--- src/rtl/fpu_pkg.sv ---
// Shared floating-point definitions: result classes, IEEE-754 single field
// positions, sticky flag bit positions and the result-buffer entry layout.
package fpu_pkg;

   typedef enum logic [2:0] {
      FP_ZERO      = 3'd0,
      FP_SUBNORMAL = 3'd1,
      FP_NORMAL    = 3'd2,
      FP_INF       = 3'd3,
      FP_QNAN      = 3'd4,
      FP_SNAN      = 3'd5
   } fp_class_e;

   localparam int SIGN_BIT = 31;
   localparam int EXP_MSB  = 30;
   localparam int EXP_LSB  = 23;
   localparam int MAN_MSB  = 22;
   localparam int QNAN_BIT = 22;

   localparam int FLG_OVR = 3;
   localparam int FLG_NAN = 2;
   localparam int FLG_INF = 1;
   localparam int FLG_SUB = 0;

   // One queued result together with its precomputed class and sign.
   typedef struct packed {
      logic [31:0] result;
      fp_class_e   cls;
      logic        sign;
   } fp_entry_t;

   localparam fp_entry_t ENTRY_RESET = '{result: 32'h0000_0000, cls: FP_ZERO, sign: 1'b0};

endpackage

--- src/rtl/fpu_result_buffer_if.sv ---
// Result stream handshake: producer side (in_valid/in_result, never stalled)
// and consumer side (out_valid/out_ready with head result, class and sign).
interface fpu_result_buffer_if;

   logic                    in_valid;
   logic [31:0]             in_result;
   logic                    out_valid;
   logic                    out_ready;
   logic [31:0]             out_result;
   fpu_pkg::fp_class_e      out_class;
   logic                    out_sign;

   // Environment side: drives results in and accepts entries out.
   modport master (
      output in_valid,
      output in_result,
      output out_ready,
      input  out_valid,
      input  out_result,
      input  out_class,
      input  out_sign
   );

   // Buffer side.
   modport slave (
      input  in_valid,
      input  in_result,
      input  out_ready,
      output out_valid,
      output out_result,
      output out_class,
      output out_sign
   );

endinterface

--- src/rtl/fpu_classify.sv ---
// Combinational IEEE-754 single-precision classifier. Kept standalone so
// the multiply and divide stages can reuse it.
module fpu_classify
   import fpu_pkg::*;
(
   input  logic [31:0] value,
   output fp_class_e   cls,
   output logic        sign
);

   logic [EXP_MSB-EXP_LSB:0] exp_s;
   logic [MAN_MSB:0]         man_s;

   // Split the word into exponent and mantissa fields and decode the class.
   always_comb begin
      exp_s = value[EXP_MSB:EXP_LSB];
      man_s = value[MAN_MSB:0];
      sign  = value[SIGN_BIT];
      cls   = FP_NORMAL;
      if (exp_s == 8'h00) begin
         if (man_s == 23'd0) begin
            cls = FP_ZERO;
         end else begin
            cls = FP_SUBNORMAL;
         end
      end else if (exp_s == 8'hFF) begin
         if (man_s == 23'd0) begin
            cls = FP_INF;
         end else if (man_s[QNAN_BIT]) begin
            cls = FP_QNAN;
         end else begin
            cls = FP_SNAN;
         end
      end else begin
         cls = FP_NORMAL;
      end
   end

endmodule

--- src/rtl/fpu_result_buffer.sv ---
// Result buffer behind the add/sub core. The core cannot be stalled, so
// every result is classified and queued here; when the queue is full and
// nothing drains, the result is lost and the loss is recorded in sticky
// flags and a saturating drop counter.
module fpu_result_buffer
   import fpu_pkg::*;
#(
   parameter int DEPTH  = 4,
   parameter int DROP_W = 8
) (
   input  logic                   clk,
   input  logic                   arst,
   fpu_result_buffer_if.slave     bus,
   output logic [$clog2(DEPTH):0] level,
   output logic [3:0]             flags,
   input  logic                   flags_clr,
   output logic [DROP_W-1:0]      drop_count
);

   localparam int AW = $clog2(DEPTH);
   localparam int PW = AW + 1;

   fp_entry_t          mem_r [DEPTH];
   logic [PW-1:0]      wr_ptr_r;
   logic [PW-1:0]      rd_ptr_r;
   logic [PW-1:0]      level_r;
   logic [3:0]         flags_r;
   logic [DROP_W-1:0]  drop_cnt_r;

   fp_class_e          in_cls_s;
   logic               in_sign_s;
   logic               empty_s;
   logic               full_s;
   logic               pop_s;
   logic               push_s;
   logic               drop_s;
   logic [3:0]         flag_set_s;
   fp_entry_t          head_s;

   fpu_classify u_classify (
      .value (bus.in_result),
      .cls   (in_cls_s),
      .sign  (in_sign_s)
   );

   // Queue status and the push/pop/drop decisions for this cycle.
   always_comb begin
      empty_s = (wr_ptr_r == rd_ptr_r);
      full_s  = (wr_ptr_r[AW-1:0] == rd_ptr_r[AW-1:0]) && (wr_ptr_r[AW] != rd_ptr_r[AW]);
      pop_s   = !empty_s && bus.out_ready;
      // A full queue still takes the new result when the head leaves this cycle.
      push_s  = bus.in_valid && (!full_s || pop_s);
      drop_s  = bus.in_valid && full_s && !pop_s;
   end

   // Sticky-flag set events; every valid result counts, queued or dropped.
   always_comb begin
      flag_set_s = 4'b0000;
      if (bus.in_valid) begin
         flag_set_s[FLG_OVR] = drop_s;
         flag_set_s[FLG_NAN] = (in_cls_s == FP_QNAN) || (in_cls_s == FP_SNAN);
         flag_set_s[FLG_INF] = (in_cls_s == FP_INF);
         flag_set_s[FLG_SUB] = (in_cls_s == FP_SUBNORMAL);
      end else begin
         flag_set_s = 4'b0000;
      end
   end

   // Read/write pointers (extra wrap bit) and occupancy counter.
   always_ff @(posedge clk or posedge arst) begin
      if (arst) begin
         wr_ptr_r <= {PW{1'b0}};
         rd_ptr_r <= {PW{1'b0}};
         level_r  <= {PW{1'b0}};
      end else begin
         if (push_s) begin
            wr_ptr_r <= wr_ptr_r + PW'(1);
         end
         if (pop_s) begin
            rd_ptr_r <= rd_ptr_r + PW'(1);
         end
         case ({push_s, pop_s})
            2'b10:   level_r <= level_r + PW'(1);
            2'b01:   level_r <= level_r - PW'(1);
            default: level_r <= level_r;
         endcase
      end
   end

   // Entry storage; cleared on reset so the head never reads as X.
   always_ff @(posedge clk or posedge arst) begin
      if (arst) begin
         for (int i = 0; i < DEPTH; i++) begin
            mem_r[i] <= ENTRY_RESET;
         end
      end else if (push_s) begin
         mem_r[wr_ptr_r[AW-1:0]] <= '{result: bus.in_result, cls: in_cls_s, sign: in_sign_s};
      end
   end

   // Sticky flags and drop counter; a set event in the clear cycle survives.
   always_ff @(posedge clk or posedge arst) begin
      if (arst) begin
         flags_r    <= 4'b0000;
         drop_cnt_r <= {DROP_W{1'b0}};
      end else if (flags_clr) begin
         flags_r    <= flag_set_s;
         drop_cnt_r <= drop_s ? DROP_W'(1) : {DROP_W{1'b0}};
      end else begin
         flags_r <= flags_r | flag_set_s;
         if (drop_s && (drop_cnt_r != {DROP_W{1'b1}})) begin
            drop_cnt_r <= drop_cnt_r + DROP_W'(1);
         end
      end
   end

   // Head entry selection straight from the storage registers.
   always_comb begin
      head_s = mem_r[rd_ptr_r[AW-1:0]];
   end

   assign bus.out_valid  = !empty_s;
   assign bus.out_result = head_s.result;
   assign bus.out_class  = head_s.cls;
   assign bus.out_sign   = head_s.sign;
   assign level          = level_r;
   assign flags          = flags_r;
   assign drop_count     = drop_cnt_r;

endmodule

--- src/flat_wrapper.sv ---
// flat-port wrapper written by rule: the top's interface ports become plain ports
module fpu_result_buffer_flat import fpu_pkg::*;
#(
   parameter int DEPTH  = 4,
   parameter int DROP_W = 8
)
  (clk, arst, level, flags, flags_clr, drop_count, bus_in_valid, bus_in_result, bus_out_ready, bus_out_valid, bus_out_result, bus_out_class, bus_out_sign);
  fpu_result_buffer_if bus_i ();
  input  logic clk;
  input  logic arst;
  output logic [$clog2(DEPTH):0] level;
  output logic [3:0] flags;
  input  logic flags_clr;
  output logic [DROP_W-1:0] drop_count;
  input wire logic [$bits(bus_i.in_valid)-1:0] bus_in_valid;
  input wire logic [$bits(bus_i.in_result)-1:0] bus_in_result;
  input wire logic [$bits(bus_i.out_ready)-1:0] bus_out_ready;
  output wire logic [$bits(bus_i.out_valid)-1:0] bus_out_valid;
  output wire logic [$bits(bus_i.out_result)-1:0] bus_out_result;
  output wire logic [$bits(bus_i.out_class)-1:0] bus_out_class;
  output wire logic [$bits(bus_i.out_sign)-1:0] bus_out_sign;
  assign bus_i.in_valid = bus_in_valid;
  assign bus_i.in_result = bus_in_result;
  assign bus_i.out_ready = bus_out_ready;
  assign bus_out_valid = bus_i.out_valid;
  assign bus_out_result = bus_i.out_result;
  assign bus_out_class = bus_i.out_class;
  assign bus_out_sign = bus_i.out_sign;
  fpu_result_buffer #(.DEPTH(DEPTH), .DROP_W(DROP_W)) u_core (.clk(clk), .arst(arst), .bus(bus_i), .level(level), .flags(flags), .flags_clr(flags_clr), .drop_count(drop_count));
endmodule
--- config.mk ---
export PLATFORM = sky130hd
export DESIGN_NAME = fpu_result_buffer_flat
export DESIGN_NICKNAME = d
export VERILOG_FILES = /design/src/rtl/fpu_pkg.sv /design/src/rtl/fpu_result_buffer_if.sv /design/src/rtl/fpu_classify.sv /design/src/rtl/fpu_result_buffer.sv /design/src/flat_wrapper.sv
export SDC_FILE = /design/constraint.sdc
export NUM_CORES = 1
export LEC_CHECK = 0
export ABC_AREA = 1
export ABC_CLOCK_PERIOD_IN_PS = 15000
export CAP_MARGIN = 20
export CORE_AREA = 2 2 187 189
export CTS_BUF_LIST = sky130_fd_sc_hd__clkbuf_16
export DETAILED_ROUTE_END_ITERATION = 6
export DIE_AREA = 0 0 189 191
export PLACE_DENSITY = 0.46
export SYNTH_ARGS = -nofsm -noshare
export SYNTH_HDL_FRONTEND = slang
export SYNTH_SLANG_ARGS = --single-unit
--- constraint.sdc ---
create_clock -name clk -period 15 [get_ports clk]
set_input_delay 2.25 -clock clk [delete_from_list [all_inputs] [get_ports clk]]
set_output_delay 2.25 -clock clk [all_outputs]
set_load 0.005 [all_outputs]
==> impl_metrics.yaml, run 1 <==
status:
  outcome: "complete, no violations"
sta:
  final_hold_viol_count: 0
  tightest_slew_ns: 0.934
  period_share_pct: 34.8
  holdWs_ns: 0.475
  setup_viol: 0
  relSlewSlack_pct: 37.7
  clock.fmax_mhz: 192
  tns_ns: 0
  fin_worst_skew_ns: 0.0143
  slew_viol_final: 0
  period_minus_slack_ns: 5.22
  rsz0062_at_grt: "no"
detailed_routing:
  viasPerCell: 4.33
  first_pass_iters: 4
  vias: 6304
  wl_per_cell_um: 15.5
  ant_nets: 0
  drt_iter0_drc: 461
  drc: 0
  drt_wl_total_um: 22600
place:
  dpl-instance-area_sq_mm: 0.00883
  place.gp.congestion: 0.724
  place_hpwl_um: 13400
  port_buffers: 88
cts:
  clk_path_buf_depth: 2
  cts_buffers: 17
  cts_hold_buf: 0
  cts_resized: 0
  cts.clk_slew.worst_paths_ns: 0.07
  htreeDepth: 4
  cts_tree: "done"
  cts_setup_buffers: 0
  insertion_delay_ns: 0.43
  clock-sinks: 161
  clockRootBuffer: "clkbuf_16"
floorplanning:
  die_y_um: 191
  start_util_pct: 22.6
  ios: 89
  rows: 68
  die-area_sq_mm: 0.0361
  coreArea_sq_mm: 0.0341
  fp.dieW_um: 189
grt:
  grt_usage_pct: 13.0
  grt_pass1_vias: 6405
  grt_max_degree: 96
  antenna_found_initial: 1
  grt_overflow: 0
  grt_pass1_wl_um: 36600
logic_synthesis:
  yosys_warnings: 0
  synth_top_area_share_pct: 52.1
  synth_most_common_cell: "nand2_1"
  postSynthCellCount: 930
  ys.flop_type: "dfrtp_1"
  synth_seq_area_share_pct: 52.1
  synthTopCellsByCount: "nand2_1, dfrtp_1, o21ai_0"
  syn-cell-area_sq_mm: 0.00773
  synth_edf_count: 0
  synth_area_leader_cell: "dfrtp_1"
  syn_nets: 975
  async_flop_share_pct: 100
  synth.area.top_cells: "dfrtp_1, nand2_1, o21ai_0"
  synth.avg_cell_area_sq_um: 8.31
  ys_types: 34
  ys_ff_latch: 161
worst_setup_path:
  arrival_ns: 2.97
  required_ns: 12.75
  cp-start-kind: "register"
  worstPathMaxFanout: 38
  worstSetupEndpointType: "primary output"
  critPathKind: "reg2out"
run:
  drv_cap: 0
finish:
  final_cell_area_sq_mm: 0.00941
  final_nets: 1031
  area_delta_synth_final_pct: 21.8
  drive_gt1_share_pct: 8.41
hold_path:
  hp-class: "reg2reg"
pwr:
  leakagePower_nw: 4.40
  vdd_ir_drop_max_uv: 76.1
  p_per_area_mw_per_mm2: 217
[worst max-delay path: stages (launching register included)]
cell	delay, ns
dfrtp_1	0.36
buf_4	0.29
inv_2	0.66
o21ai_0	0.22
o22ai_1	0.39
clkdlybuf4s50_1	0.60
[layout make-up]
class	instances	area, sq um
diodes	1	2.50
repair buffers	91	903
well taps	455	569
flip-flops and latches	161	4030
clock inverters	15	149
clock buffers	17	425
fillers	3649	24700
inverters	31	129
multi-input cells	684	3200
[metrics by stage]
stage | util (%) | cells | total power, mW | worst slack, ns
finish | 27.6 | 1455 | 2.05 | 9.78
floorplan | - | 930 | 1.27 | 8.40
global placement | 25.9 | 1422 | 1.63 | 10.15
global route | 27.6 | 1454 | 2.22 | 9.65
detailed placement | 25.9 | 1422 | 1.64 | 10.08
CTS | 27.6 | 1454 | 2.08 | 9.76
[metal layers]
layer  track usage, %  up-vias  wire [um]
met4             3.76        0        244
met2             19.7      118       9890
met3             2.88       20       1070
met5                0        -          0
met1             18.3     3063      11400
li1                 -     3103          -
[final timing paths]
kind / endpoint / start / cells after the start / slack, ns
min in group asynchronous: u_core.mem_r[9] / arst / 2 / 2.38
hold reg to reg: u_core.mem_r[58] / u_core.mem_r[58] / 2 / 0.47
hold / removal: u_core.mem_r[58] / u_core.mem_r[58] / 2 / 0.47
setup / recovery: bus_out_result[20] / u_core.rd_ptr_r[1] / 5 / 9.78
max in group asynchronous: u_core.mem_r[50] / arst / 3 / 11.15
setup reg to reg: u_core.mem_r[78] / u_core.rd_ptr_r[1] / 10 / 11.67
[cells in the final DEF (no fill, tap or decap), drive strengths merged]
cell / n
clkdlybuf4s50: 88
or2: 1
nor2: 94
xnor2: 5
nand4: 5
clkbuf: 17
o22ai: 34
nand3: 22
xor2: 6
inv: 38
buf: 3
fa: 1
nand3b: 1
nand2: 374
dfrtp: 161
nor3: 4
a21oi: 4
o21ai: 126
clkinv: 7
diode: 1
bufinv: 1
ha: 7
[flip-flops by register name, indices dropped and copies added (netlist names)]
name / flops
u_core.mem_r: 140
u_core.rd_ptr_r: 3
u_core.wr_ptr_r: 3
u_core.flags: 4
u_core.level: 3
u_core.drop_count: 8
[kinds of logic after synthesis]
family | Yosys count | share of synthesized area [%]
and+or+nand+nor | 501 | 27.0
AOI/OAI and AO/OA | 164 | 11.8
DFF | 161 | 52.1
buffers and inverters | 85 | 6.43
xor gates and xnor gates | 11 | 1.25
adders and majority gates | 8 | 1.39
[power by group]
group	leakage (nW)	internal, mW	switching [mW]
Sequential	2.04	0.615	0.0995
Combinational	2.08	0.385	0.515
Clock	0.284	0.234	0.197
Total	4.40	1.23	0.812
(Power assumes the default switching activity.)
==> run 2, diff against run 1 <==
ABC_CLOCK_PERIOD_IN_PS = 5100   (was 15000)
clock period = 5.1 ns   (was 15 ns; I/O delays follow)
==> run 2 against run 1 <==
Register-to-register slack worse by 9.4 ns. First-iteration DRC count is 3.5% lower. Critical path type unchanged. Cell count grew 0.21%. Global-route usage increased by 0.15 points. Via count down 1.5%. Critical endpoint unchanged. Sequential cell count unchanged.
==> impl_metrics.yaml, run 2 (same netlist as run 1, synthesis figures left out) <==
detailed_routing:
  ant_nets: 0
  drt_iter0_drc: 445
  viasPerCell: 4.26
  first_pass_iters: 4
  vias: 6212
  drc: 0
  wl_per_cell_um: 15.5
  drt_wl_total_um: 22700
floorplanning:
  fp.dieW_um: 189
  die_y_um: 191
  coreArea_sq_mm: 0.0341
  ios: 89
  start_util_pct: 22.6
  rows: 68
  die-area_sq_mm: 0.0361
pwr:
  switching_share_pct: 38.9
  clkPwrFrac_pct: 22.4
  seq_power_share_pct: 34.7
  vdd_ir_drop_max_uv: 217
  p_per_area_mw_per_mm2: 644
  p_int_mw: 3.74
  pwr-share-comb_pct: 42.9
  total_power_mw: 6.11
  switchingPower_mw: 2.38
  leakagePower_nw: 4.43
sta:
  period_minus_slack_ns: 3.36
  rsz0062_at_grt: "no"
  setup_ws_ns: 1.74
  tightest_slew_ns: 1.28
  clock.fmax_mhz: 297
  setup_viol: 0
  final_hold_viol_count: 0
  period_share_pct: 65.9
  fin_worst_skew_ns: 0.0135
  slew_viol_final: 0
  tns_ns: 0
  relSlewSlack_pct: 14.4
worst_setup_path:
  required_ns: 4.34
  cp-start-kind: "register"
  regToRegSetupSlack_ns: 2.26
  critPathKind: "reg2out"
  arrival_ns: 2.60
  worstPathMaxFanout: 73
  worstSetupEndpointType: "primary output"
grt:
  grt_pass1_vias: 6261
  grt_pass1_wl_um: 36800
  grt_overflow: 0
  antenna_found_initial: 0
  grt_max_degree: 162
  grt_usage_pct: 13.1
cts:
  cts_tree: "done"
  cts.clk_slew.worst_paths_ns: 0.07
  clock-sinks: 161
  cts_hold_buf: 0
  insertion_delay_ns: 0.43
  cts_resized: 0
  htreeDepth: 4
  clockRootBuffer: "clkbuf_16"
  cts_buffers: 17
  cts_setup_buffers: 0
  clk_path_buf_depth: 2
finish:
  drive_gt1_share_pct: 8.77
  layout_commonest_cell: "nand2_1"
  layout_common_cells: "nand2_1, dfrtp_1, o21ai_0, nor2_1, clkdlybuf4s50_1"
  instances_no_fill: 1458
  regArea_sq_mm: 0.00403
  final_nets: 1035
  regMostFlops: "u_core.mem_r"
  area_delta_synth_final_pct: 22.8
  antenna_cells: 0
  largest_reg_flops: 140
  multi_input_area_sq_mm: 0.00320
  fillers: 3672
  final_cell_area_sq_mm: 0.00949
hold_path:
  hp-class: "reg2reg"
status:
  outcome: "complete, no violations"
place:
  place_hpwl_um: 13300
  port_buffers: 88
  dpl-instance-area_sq_mm: 0.00887
  dp_slack_ns: 1.97
  dpl.cell_count: 1426
  place.gp.congestion: 0.707
run:
  drv_cap: 0
-- run 2: cell types whose count changed in the layout (fill, tap and decap cells not counted), sizes merged --
cell,change
clkinvlp,+2
buf,+4
diode,-1
bufinv,+2
clkinv,-4
-- run 2: cell type report --
| class | instances | share of cell area, % |
|---|---|---|
| timing repair buffer | 95 | 9.97 |
| multi-input combinational | 684 | 33.7 |
| clock buffer | 17 | 4.48 |
| clock inverter | 15 | 2.02 |
| inverter | 31 | 1.34 |
| sequential | 161 | 42.5 |
| tap | 455 | 6.00 |
-- run 2: worst paths after layout --
| check | startpoint | to | cells after the start |
|---|---|---|---|
| setup reg to reg | u_core.rd_ptr_r[0] | u_core.level[2] | 13 |
| hold / removal | u_core.mem_r[72] | u_core.mem_r[72] | 2 |
| min in group asynchronous | arst | u_core.level[0] | 3 |
| setup / recovery | u_core.rd_ptr_r[0] | bus_out_result[20] | 4 |
| hold reg to reg | u_core.mem_r[72] | u_core.mem_r[72] | 2 |
| max in group asynchronous | arst | u_core.mem_r[69] | 3 |
-- run 2: critical path, cell delays in order (launching register included) --
cell             delay (ns)
dfrtp_2                0.59
inv_6                  0.51
o21ai_0                0.16
o22ai_1                0.31
clkdlybuf4s50_1        0.58
-- run 2: through the flow --
step                hold WS (ns)  utilization [%]
finish                     0.474             27.8
global route               0.495             27.8
CTS                        0.478             27.8
detailed placement         0.460             26.0
global placement           0.457             26.0
floorplan                  0.444                -
-- run 2: layer usage --
metal | up-vias | GRT usage, % | wire (um)
met5 | - | 0 | 0
met4 | 0 | 3.55 | 210
met3 | 16 | 2.29 | 703
met2 | 99 | 20.1 | 10200
met1 | 2991 | 18.9 | 11600
li1 | 3106 | - | -
-- run 2: power groups by stage --
stage	logic, mW	clock network (mW)	registers [mW]
global placement	2.67	0	2.13
CTS	2.70	1.41	2.12
global route	2.99	1.46	2.20
detailed placement	2.69	0	2.14
floorplan	1.69	0	2.05
finish	2.62	1.37	2.12
==> run 3, diff against run 2 <==
ABC_CLOCK_PERIOD_IN_PS = 3500   (was 5100)
clock period = 3.5 ns   (was 5.1 ns; I/O delays follow)
==> run 3 against run 2 <==
Cell count grew 0.21%. Core utilization up 0.12 points. Sequential cell count unchanged. Clock-buffer cell count is the same. Via count up 0.77%. First-iteration DRC count down 4.9%. Worst hold slack got worse by 0.021 ns. Wire length hardly changed. Critical path depth did not move. Die area is the same. Critical path type unchanged.
==> impl_metrics.yaml, run 3 (same netlist as run 1, synthesis figures left out) <==
status:
  outcome: "complete, no violations"
place:
  port_buffers: 88
  dpl.cell_count: 1429
  place.gp.congestion: 0.709
  dp_slack_ns: 0.670
  dpl-instance-area_sq_mm: 0.00891
  place_hpwl_um: 13600
grt:
  grt_max_degree: 82
  grt_overflow: 0
  grt_usage_pct: 13.1
  antenna_found_initial: 0
  grt_pass1_wl_um: 36600
  grt_pass1_vias: 6181
worst_setup_path:
  path_cells: "buf_4, o21ai_0, o22ai_1, clkdlybuf4s50_1"
  required_ns: 2.97
  worstPathMaxFanout: 71
  cp-start-kind: "register"
  crit_path_top_delay_cell: "buf_4"
  worstSetupEndpointType: "primary output"
  cp_slowest_stage_delay_ns: 0.59
  arrival_ns: 2.61
  critPathKind: "reg2out"
sta:
  clock.fmax_mhz: 319
  setup_ws_ns: 0.361
  period_minus_slack_ns: 3.14
  final_hold_viol_count: 0
  slew_viol_final: 0
  holdWs_ns: 0.453
  relSlewSlack_pct: 49.7
  tightest_slew_ns: 0.755
  rsz0062_at_grt: "no"
  setup_viol: 0
  fin_worst_skew_ns: 0.00974
  tns_ns: 0
  period_share_pct: 89.7
detailed_routing:
  drt_wl_total_um: 22700
  viasPerCell: 4.28
  ant_nets: 0
  wl_per_cell_um: 15.5
  drt_iter0_drc: 423
  vias: 6260
  drc: 0
  first_pass_iters: 6
finish:
  utilization_pct: 27.9
  area_delta_synth_final_pct: 23.3
  final_cell_area_sq_mm: 0.00953
  antenna_cells: 0
  drive_gt1_share_pct: 9.15
  instances_no_fill: 1461
  layout_common_cells: "nand2_1, dfrtp_1, o21ai_0, nor2_1, clkdlybuf4s50_1"
  final_nets: 1038
  regMostFlops: "u_core.mem_r"
  largest_reg_flops: 140
  layout_commonest_cell: "nand2_1"
cts:
  clk_path_buf_depth: 2
  cts_setup_buffers: 0
  cts_resized: 0
  htreeDepth: 4
  cts_buffers: 17
  cts.clk_slew.worst_paths_ns: 0.07
  cts_tree: "done"
  clock-sinks: 161
  clockRootBuffer: "clkbuf_16"
  insertion_delay_ns: 0.42
  cts_hold_buf: 0
floorplanning:
  fp.dieW_um: 189
  coreArea_sq_mm: 0.0341
  ios: 89
  rows: 68
  die_y_um: 191
  die-area_sq_mm: 0.0361
  start_util_pct: 22.6
pwr:
  total_power_mw: 8.93
  vdd_ir_drop_max_uv: 399
  leakagePower_nw: 4.46
  p_per_area_mw_per_mm2: 937
run:
  drv_cap: 0
hold_path:
  hp-class: "in2async"
==> run 3: critical path: cells and delay by family, from the launching register on <==
family | cells | cell delay (ns)
buf+inv | 2 | 1.18
flops | 1 | 0.40
compound gates | 2 | 0.58
==> run 3: worst paths after layout <==
check	from	to	slack [ns]	cells after the start
max	u_core.rd_ptr_r[0]	bus_out_result[20]	0.36	4
min	arst	u_core.drop_count[4]	0.45	2
max reg2reg	u_core.rd_ptr_r[0]	u_core.level[2]	0.76	13
min reg2reg	u_core.mem_r[57]	u_core.mem_r[57]	0.48	2
max in group asynchronous	arst	u_core.rd_ptr_r[0]	2.27	3
min in group clk	u_core.mem_r[57]	u_core.mem_r[57]	0.48	2
==> run 3: power breakdown <==
| part | switching, mW | internal (mW) |
|---|---|---|
| logic | 2.21 | 1.67 |
| registers | 0.427 | 2.64 |
| clock network | 0.840 | 1.15 |
==> run 3: area by class of cell <==
| class | count | area (sq um) |
|---|---|---|
| fill | 3622 | 24600 |
| sequential | 161 | 4030 |
| multi-input combinational | 684 | 3200 |
| timing repair buffer | 98 | 981 |
| tap | 455 | 569 |
| clock buffer | 17 | 425 |
| clock inverter | 15 | 196 |
| inverter | 31 | 128 |
==> run 3: layer usage <==
layer	GRT usage, %	vias to the layer above	wire (um)
met5	0	-	0
met4	2.97	0	137
met3	2.55	9	881
met2	20.6	117	10300
met1	18.6	3028	11400
li1	-	3106	-
